**src/rtl/sound_pkg.sv**
```systemverilog
// sound_pkg: shared types and board constants for the game tone generator.
//   snd_state_t  - tone FSM states
//   wave_t       - waveform select encoding (matches wave_sel_i)
//   PER_* / DUR_* - step periods and tone lengths for the good/bad collision
//                   sounds on the 10 MHz chip and the 12 MHz FPGA build
package sound_pkg;

  typedef enum logic {
    SND_IDLE = 1'b0,
    SND_PLAY = 1'b1
  } snd_state_t;

  typedef enum logic {
    WAVE_SAW    = 1'b0,
    WAVE_SQUARE = 1'b1
  } wave_t;

  localparam int PER_GOOD_10M = 89;
  localparam int PER_BAD_10M  = 156;
  localparam int PER_GOOD_12M = 107;
  localparam int PER_BAD_12M  = 188;

  localparam int DUR_GOOD = 3_000_000;
  localparam int DUR_BAD  = 10_000_000;

endpackage

```
**src/rtl/sound_edge_detect.sv**
```systemverilog
// sound_edge_detect: per-bit rising-edge detector.
//   clk, nRst  - clock, async active-low reset
//   sig_i [W]  - level inputs (already synchronous to clk)
//   rise_o [W] - high for the cycle in which sig_i is high and was low on
//                the previous sample
// The history register resets to 0, so a level held high through reset
// release is reported as an edge on the first clock.
module sound_edge_detect #(
  parameter int W = 4
) (
  input  logic         clk,
  input  logic         nRst,
  input  logic [W-1:0] sig_i,
  output logic [W-1:0] rise_o
);

  logic [W-1:0] prev;

  always_ff @(posedge clk or negedge nRst) begin
    if (!nRst) prev <= '0;
    else       prev <= sig_i;
  end

  assign rise_o = sig_i & ~prev;

endmodule

```
**src/rtl/sound_synth.sv**
```systemverilog
// sound_synth: prioritised multi-event tone generator driving an R-2R DAC.
//   clk, nRst    - clock, async active-low reset
//   ev_i         - level event requests, rising edge triggers a tone
//   period_i     - per-event step period (slice k = event k), 0 acts as 1
//   dur_i        - per-event tone length in cycles, 0 disables the event
//   wave_sel_i   - 0 sawtooth, 1 square
//   mute_i       - forces dac_o to 0 without disturbing timing
//   busy_o       - tone playing
//   active_ev_o  - index of the playing (or last played) event
//   done_o       - one-cycle pulse after a tone runs to completion
//   dac_o        - registered waveform sample
//
// state    | meaning
// ---------+-------------------------------------------------------------
// SND_IDLE | silent, phase and counters cleared, waiting for an edge
// SND_PLAY | tone running; lower-index edges preempt, others are dropped
module sound_synth
  import sound_pkg::*;
#(
  parameter  int DAC_W    = 8,
  parameter  int NUM_EV   = 4,
  parameter  int PERIOD_W = 8,
  parameter  int DUR_W    = 24,
  localparam int IDX_W    = (NUM_EV > 1) ? $clog2(NUM_EV) : 1
) (
  input  logic                       clk,
  input  logic                       nRst,
  input  logic [NUM_EV-1:0]          ev_i,
  input  logic [NUM_EV*PERIOD_W-1:0] period_i,
  input  logic [NUM_EV*DUR_W-1:0]    dur_i,
  input  logic                       wave_sel_i,
  input  logic                       mute_i,
  output logic                       busy_o,
  output logic [IDX_W-1:0]           active_ev_o,
  output logic                       done_o,
  output logic [DAC_W-1:0]           dac_o
);

  snd_state_t state, state_nxt;

  logic [NUM_EV-1:0]   rise;
  logic [NUM_EV-1:0]   qual;
  logic                start_any;
  logic [IDX_W-1:0]    start_idx;
  logic [PERIOD_W-1:0] sel_per;
  logic [DUR_W-1:0]    sel_dur;

  // Both timers are down-counters: per_cnt reloads from per_m1 (P-1) and
  // steps the phase on reaching 0; dur_cnt starts at D-1 and the tone ends
  // on the cycle it reads 0.
  logic [PERIOD_W-1:0] per_m1, per_m1_nxt;
  logic [PERIOD_W-1:0] per_cnt, per_cnt_nxt;
  logic [DUR_W-1:0]    dur_cnt, dur_cnt_nxt;
  logic [DAC_W-1:0]    phase, phase_nxt;
  logic [IDX_W-1:0]    active_nxt;
  logic                done_nxt;
  logic [DAC_W-1:0]    dac_nxt;
  logic                load;
  logic                last_cycle;

  sound_edge_detect #(.W(NUM_EV)) u_edge (
    .clk    (clk),
    .nRst   (nRst),
    .sig_i  (ev_i),
    .rise_o (rise)
  );

  // Events with a zero duration are treated as if the edge never happened.
  always_comb begin
    for (int i = 0; i < NUM_EV; i++) begin
      qual[i] = rise[i] && (dur_i[i*DUR_W +: DUR_W] != '0);
    end
  end

  // Lowest qualifying index wins; scan downward so it is written last.
  always_comb begin
    start_any = 1'b0;
    start_idx = '0;
    for (int i = NUM_EV - 1; i >= 0; i--) begin
      if (qual[i]) begin
        start_any = 1'b1;
        start_idx = IDX_W'(i);
      end
    end
  end

  assign sel_per = period_i[int'(start_idx)*PERIOD_W +: PERIOD_W];
  assign sel_dur = dur_i[int'(start_idx)*DUR_W +: DUR_W];

  assign last_cycle = (state == SND_PLAY) && (dur_cnt == '0);

  always_comb begin
    state_nxt = state;
    load      = 1'b0;
    done_nxt  = 1'b0;
    case (state)
      SND_IDLE: begin
        if (start_any) begin
          load      = 1'b1;
          state_nxt = SND_PLAY;
        end
      end
      SND_PLAY: begin
        if (last_cycle) begin
          // The old tone finished regardless of what starts next.
          done_nxt = 1'b1;
          if (start_any) load = 1'b1;
          else           state_nxt = SND_IDLE;
        end else if (start_any && (start_idx < active_ev_o)) begin
          load = 1'b1;
        end
      end
      default: state_nxt = SND_IDLE;
    endcase
  end

  always_comb begin
    active_nxt  = active_ev_o;
    per_m1_nxt  = per_m1;
    per_cnt_nxt = per_cnt;
    dur_cnt_nxt = dur_cnt;
    phase_nxt   = phase;
    if (load) begin
      active_nxt  = start_idx;
      per_m1_nxt  = (sel_per == '0) ? '0 : sel_per - PERIOD_W'(1);
      per_cnt_nxt = per_m1_nxt;
      dur_cnt_nxt = sel_dur - DUR_W'(1);
      phase_nxt   = '0;
    end else if (state_nxt == SND_IDLE) begin
      per_m1_nxt  = '0;
      per_cnt_nxt = '0;
      dur_cnt_nxt = '0;
      phase_nxt   = '0;
    end else begin
      dur_cnt_nxt = dur_cnt - DUR_W'(1);
      if (per_cnt == '0) begin
        per_cnt_nxt = per_m1;
        phase_nxt   = phase + DAC_W'(1);
      end else begin
        per_cnt_nxt = per_cnt - PERIOD_W'(1);
      end
    end
  end

  // Shaped from the next phase so dac_o lines up with the phase register.
  always_comb begin
    dac_nxt = '0;
    if ((state_nxt == SND_PLAY) && !mute_i) begin
      if (wave_t'(wave_sel_i) == WAVE_SQUARE) dac_nxt = {DAC_W{phase_nxt[DAC_W-1]}};
      else                                    dac_nxt = phase_nxt;
    end
  end

  always_ff @(posedge clk or negedge nRst) begin
    if (!nRst) begin
      state       <= SND_IDLE;
      active_ev_o <= '0;
      per_m1      <= '0;
      per_cnt     <= '0;
      dur_cnt     <= '0;
      phase       <= '0;
      done_o      <= 1'b0;
      dac_o       <= '0;
    end else begin
      state       <= state_nxt;
      active_ev_o <= active_nxt;
      per_m1      <= per_m1_nxt;
      per_cnt     <= per_cnt_nxt;
      dur_cnt     <= dur_cnt_nxt;
      phase       <= phase_nxt;
      done_o      <= done_nxt;
      dac_o       <= dac_nxt;
    end
  end

  assign busy_o = (state == SND_PLAY);

endmodule

```
**config.mk**
```make
export PLATFORM = sky130hd
export DESIGN_NAME = sound_synth
export DESIGN_NICKNAME = d
export VERILOG_FILES = /design/src/rtl/sound_pkg.sv /design/src/rtl/sound_edge_detect.sv /design/src/rtl/sound_synth.sv
export SDC_FILE = /design/constraint.sdc
export NUM_CORES = 1
export LEC_CHECK = 0
export CAP_MARGIN = 15
export CORE_AREA = 2 2 102 104
export CTS_CLUSTER_DIAMETER = 40
export CTS_CLUSTER_SIZE = 16
export DETAILED_ROUTE_END_ITERATION = 6
export DIE_AREA = 0 0 104 106
export HOLD_SLACK_MARGIN = 0.12
export PLACE_DENSITY = 0.86
export REMOVE_ABC_BUFFERS = 1
export SYNTH_ARGS = -nofsm -noshare
export SYNTH_HDL_FRONTEND = slang
export SYNTH_SLANG_ARGS = --single-unit
```
**constraint.sdc**
```tcl
create_clock -name clk -period 4.9 [get_ports clk]
set_clock_uncertainty 0.1 [all_clocks]
set_input_delay 0.98 -clock clk [delete_from_list [all_inputs] [get_ports clk]]
set_output_delay 0.98 -clock clk [all_outputs]
set_load 0.05 [all_outputs]
```
==> flow_summary.html <==
<table>
<tr><th>Metric</th><th>Value</th></tr>
<tr><th colspan="2">Logic synthesis</th></tr>
<tr><td>Cell with the most instances after synthesis</td><td>sky130_fd_sc_hd__dfrtp_1</td></tr>
<tr><td>Commonest cells in the netlist</td><td>sky130_fd_sc_hd__dfrtp_1 (64), sky130_fd_sc_hd__nand2_1 (62), sky130_fd_sc_hd__nor2_1 (60)</td></tr>
<tr><td>Yosys cell types</td><td>75</td></tr>
<tr><td>Predominant post-synthesis flop cell</td><td>sky130_fd_sc_hd__dfrtp_1</td></tr>
<tr><td>Average instance area after synthesis</td><td>8.513 sq um</td></tr>
<tr><td>FF+latch count, synth</td><td>64</td></tr>
<tr><td>Yosys synthesis warning count</td><td>0</td></tr>
<tr><td>Area of the mapped netlist</td><td>5159 sq um</td></tr>
<tr><td>Part of the Yosys area used for sequential elements</td><td>0.3105</td></tr>
<tr><td>Share of the synthesized area in the top cell type</td><td>0.3105</td></tr>
<tr><td>Gate Count Post-Synth</td><td>606</td></tr>
<tr><td>Cells taking the most area after synthesis</td><td>sky130_fd_sc_hd__dfrtp_1 (31%), sky130_fd_sc_hd__xor2_1 (4.6%), sky130_fd_sc_hd__nand2_1 (4.5%)</td></tr>
<tr><td>EDFF count, synth</td><td>0</td></tr>
<tr><td>Fraction of registers with async set/reset</td><td>1.000</td></tr>
<tr><td>Synth area leader</td><td>sky130_fd_sc_hd__dfrtp_1</td></tr>
<tr><th colspan="2">Routing</th></tr>
<tr><td>Remaining antenna violation count</td><td>0</td></tr>
<tr><td>WL final</td><td>19720 um</td></tr>
<tr><td>Via-to-Cell Ratio</td><td>6.274</td></tr>
<tr><td>Starting DRC count in detailed routing</td><td>516</td></tr>
<tr><td>Count of unresolved DRC violations after routing</td><td>0</td></tr>
<tr><td>Total via count after detailed routing</td><td>5916</td></tr>
<tr><td>1st-pass router iterations</td><td>7</td></tr>
<tr><td>Final routed wire length divided by cell count</td><td>20.92 um</td></tr>
<tr><th colspan="2">Global routing</th></tr>
<tr><td>Most utilized layer in the global route result</td><td>met2</td></tr>
<tr><td>Initial antenna violation count</td><td>0</td></tr>
<tr><td>First-pass GRT wire length</td><td>31620 um</td></tr>
<tr><td>Global routing usage on met3</td><td>0.05641</td></tr>
<tr><td>Met1 track utilization from global routing</td><td>0.4554</td></tr>
<tr><td>Largest net degree at the start of global routing</td><td>48</td></tr>
<tr><td>Total grt overflow</td><td>0</td></tr>
<tr><td>Vias in the first global route</td><td>6052</td></tr>
<tr><td>Met2 GRT Util</td><td>0.6259</td></tr>
<tr><td>Overall Global Routing Usage</td><td>0.3646</td></tr>
<tr><th colspan="2">Setup path</th></tr>
<tr><td>Critical path start-end classification</td><td>in2reg</td></tr>
<tr><td>Worst R2R Path Depth</td><td>11</td></tr>
<tr><td>Reg-to-Reg Start</td><td>dur_cnt[3]$_DFF_PN0_</td></tr>
<tr><td>Arrival time of data at the critical path endpoint</td><td>4.78 ns</td></tr>
<tr><td>Reg2reg setup slack</td><td>0.82 ns</td></tr>
<tr><td>Reg-to-Reg End</td><td>per_cnt[4]$_DFF_PN0_</td></tr>
<tr><td>Critical path peak fanout</td><td>6</td></tr>
<tr><td>Worst endpoint required time</td><td>5.02 ns</td></tr>
<tr><td>Kind of capture point of the worst setup path</td><td>flip-flop</td></tr>
<tr><td>Startpoint type of the worst setup path</td><td>primary input</td></tr>
<tr><th colspan="2">Clock tree</th></tr>
<tr><td>Clock-pin slew on the worst setup and hold paths</td><td>0.08 ns</td></tr>
<tr><td>Number of setup buffers added after CTS</td><td>0</td></tr>
<tr><td>Number of CTS-inserted buffers</td><td>9</td></tr>
<tr><td>Post-CTS sizing</td><td>0</td></tr>
<tr><td>Root Driver</td><td>sky130_fd_sc_hd__clkbuf_8</td></tr>
<tr><td>Number of sinks driven by the clock tree</td><td>64</td></tr>
<tr><td>Number of buffers added to fix hold violations after cts</td><td>0</td></tr>
<tr><td>CTS H-Tree Depth</td><td>3</td></tr>
<tr><td>Clock latency of the later-clocked register in the worst-skew pair</td><td>0.35 ns</td></tr>
<tr><td>TritonCTS clock tree</td><td>built</td></tr>
<tr><td>Largest buffer count on any clock path</td><td>2</td></tr>
<tr><th colspan="2">Pwr</th></tr>
<tr><td>Cell leakage power</td><td>0.003012 uW</td></tr>
<tr><td>Power density over the cells</td><td>371.8 nW/um^2</td></tr>
<tr><td>Pwr Total</td><td>2764 uW</td></tr>
<tr><td>Peak ir drop on the vdd network</td><td>0.3089 mV</td></tr>
<tr><th colspan="2">Status</th></tr>
<tr><td>Status</td><td>complete, no violations</td></tr>
<tr><th colspan="2">Timing</th></tr>
<tr><td>Fin crit share</td><td>0.9500</td></tr>
<tr><td>Final Hold Violating Endpoints</td><td>0</td></tr>
<tr><td>Final slew viol count</td><td>0</td></tr>
<tr><td>Max_slew headroom</td><td>0.5199</td></tr>
<tr><td>Final critical delay including setup and external delays</td><td>4.655 ns</td></tr>
<tr><td>Tightest Pin Transition</td><td>0.7202 ns</td></tr>
<tr><td>F_max</td><td>214.8 MHz</td></tr>
<tr><td>Setup repair after global routing missed its margin</td><td>false</td></tr>
<tr><td>Sum Neg Setup Slack</td><td>0 ns</td></tr>
<tr><td>Smallest setup slack after layout</td><td>0.2448 ns</td></tr>
<tr><td>Count of final setup violators</td><td>0</td></tr>
<tr><th colspan="2">Cells and area</th></tr>
<tr><td>Post-synthesis to final-layout area growth</td><td>44.12%</td></tr>
<tr><td>Antenna diode count</td><td>0</td></tr>
<tr><td>Layout Utilization</td><td>0.7435</td></tr>
<tr><td>Layout cells sized above 1</td><td>0.1549</td></tr>
<tr><td>Layout Nets</td><td>946</td></tr>
<tr><th colspan="2">Hold path</th></tr>
<tr><td>Min-delay src</td><td>per_m1[0]$_DFFE_PN0P_</td></tr>
<tr><td>Hold crit path type</td><td>reg2reg</td></tr>
<tr><td>Hold path depth</td><td>2</td></tr>
<tr><td>Endpoint with the worst hold slack</td><td>per_m1[0]$_DFFE_PN0P_</td></tr>
<tr><th colspan="2">Floorplanning</th></tr>
<tr><td>Die width</td><td>104 um</td></tr>
<tr><td>Number of ports placed on the die boundary</td><td>148</td></tr>
<tr><td>Starting Density</td><td>0.5159</td></tr>
<tr><td>DIE HEIGHT</td><td>106 um</td></tr>
<tr><td>Total die area</td><td>11020 sq um</td></tr>
<tr><td>Area of the core</td><td>10000 sq um</td></tr>
<tr><td>Cell Rows</td><td>37</td></tr>
<tr><th colspan="2">Placement</th></tr>
<tr><td>Number of port buffers</td><td>147</td></tr>
<tr><td>Total half-perimeter wirelength after legalization and detailed placement</td><td>15600 um</td></tr>
<tr><td>Routability congestion estimate</td><td>0.9944</td></tr>
<tr><td>Place WS</td><td>-0.01255 ns</td></tr>
<tr><th colspan="2">Job</th></tr>
<tr><td>Maxcap violations</td><td>0</td></tr>
</table>
## cells in the final DEF, fill, tap and decap left out, types with 11 or more instances in the layout
master and instances:
sky130_fd_sc_hd__nor2_1 60, sky130_fd_sc_hd__xnor2_1 26, sky130_fd_sc_hd__mux2i_1 20, sky130_fd_sc_hd__a21oi_1 14
sky130_fd_sc_hd__nand4_1 11, sky130_fd_sc_hd__o21a_1 15, sky130_fd_sc_hd__o22ai_1 16, sky130_fd_sc_hd__nor4_1 28
sky130_fd_sc_hd__dfrtp_1 64, sky130_fd_sc_hd__nand2_1 62, sky130_fd_sc_hd__buf_4 65, sky130_fd_sc_hd__o21ai_0 33
sky130_fd_sc_hd__xor2_1 27, sky130_fd_sc_hd__nand3_1 43, sky130_fd_sc_hd__nor3_1 12, sky130_fd_sc_hd__clkdlybuf4s50_1 146
sky130_fd_sc_hd__inv_1 12
## logic make-up after synthesis
logic type | count (synthesis) | synth area share
flops | 64 | 0.3105
compound gates | 137 | 0.2001
mux | 30 | 0.06718
buf+inv | 43 | 0.04002
xor+xnor | 53 | 0.08998
simple gates | 271 | 0.2729
fa+ha+maj | 8 | 0.01940
## per-layer routing
layer	vias to the layer above	share of wire
li1	2651	-
met1	2817	0.40
met2	382	0.48
met3	66	0.081
met4	0	0.040
met5	-	0
## area by class of cell
class / instances / area, sq um
clock inverters: 7 / 125.1
multi-input cells: 499 / 3351
flip-flops and latches: 64 / 1602
clock buffers: 9 / 123.9
well taps: 136 / 170.2
repair buffers: 215 / 2014
inverters: 13 / 48.80
fillers: 683 / 2565
## metrics by stage
step | std cells | hold slack (ns) | instance area (sq um)
2_1_floorplan | 576 | 0.3461 | 5001
3_3_place_gp | 926 | 0.3606 | 7166
3_5_place_dp | 926 | 0.3765 | 7166
4_1_cts | 942 | 0.3962 | 7415
5_1_grt | 943 | 0.4156 | 7435
6_report | 943 | 0.3990 | 7435
## where the power goes
group	internal [uW]	total (uW)	switching, uW
registers	713	877	164
logic	581	1300	719
clock network	344	589	244
total	1640	2760	1130
## critical path, stage by stage
cell,delay [ns]
sky130_fd_sc_hd__clkdlybuf4s50_1,0.43
sky130_fd_sc_hd__nor4_1,0.47
sky130_fd_sc_hd__nand4_1,0.26
sky130_fd_sc_hd__o21ai_4,0.38
sky130_fd_sc_hd__a31oi_2,0.23
sky130_fd_sc_hd__o22ai_1,0.37
sky130_fd_sc_hd__nor2_1,0.10
sky130_fd_sc_hd__inv_1,0.07
sky130_fd_sc_hd__ha_1,0.19
sky130_fd_sc_hd__o221ai_2,0.11
sky130_fd_sc_hd__or2_1,0.32
sky130_fd_sc_hd__nor4_4,0.44
sky130_fd_sc_hd__nor3b_1,0.27
sky130_fd_sc_hd__o221ai_1,0.15
## sequential cells by signal (all words and copies together), names as in the netlist
signal,flops
busy_o,1
done_o,1
active_ev_o,2
phase,8
dur_cnt,24
dac_o,8
per_m1,8
u_edge.prev,4
per_cnt,8
## how the worst max path moves through the flow
stage,start,slack [ns],cells after the start,end
finish,dur_i[40],0.24,14,dur_cnt[22]$_DFF_PN0_
global route,dur_i[93],0.02,14,dur_cnt[22]$_DFF_PN0_
global placement,dur_i[26],-0.09,14,dur_cnt[22]$_DFF_PN0_
floorplan,dur_i[20],-0.22,12,dac_o[1]$_DFF_PN0_
detailed placement,dur_i[21],-0.01,15,dur_cnt[22]$_DFF_PN0_
CTS,dur_i[21],0.30,15,dur_cnt[22]$_DFF_PN0_
(Power assumes the default switching activity.)
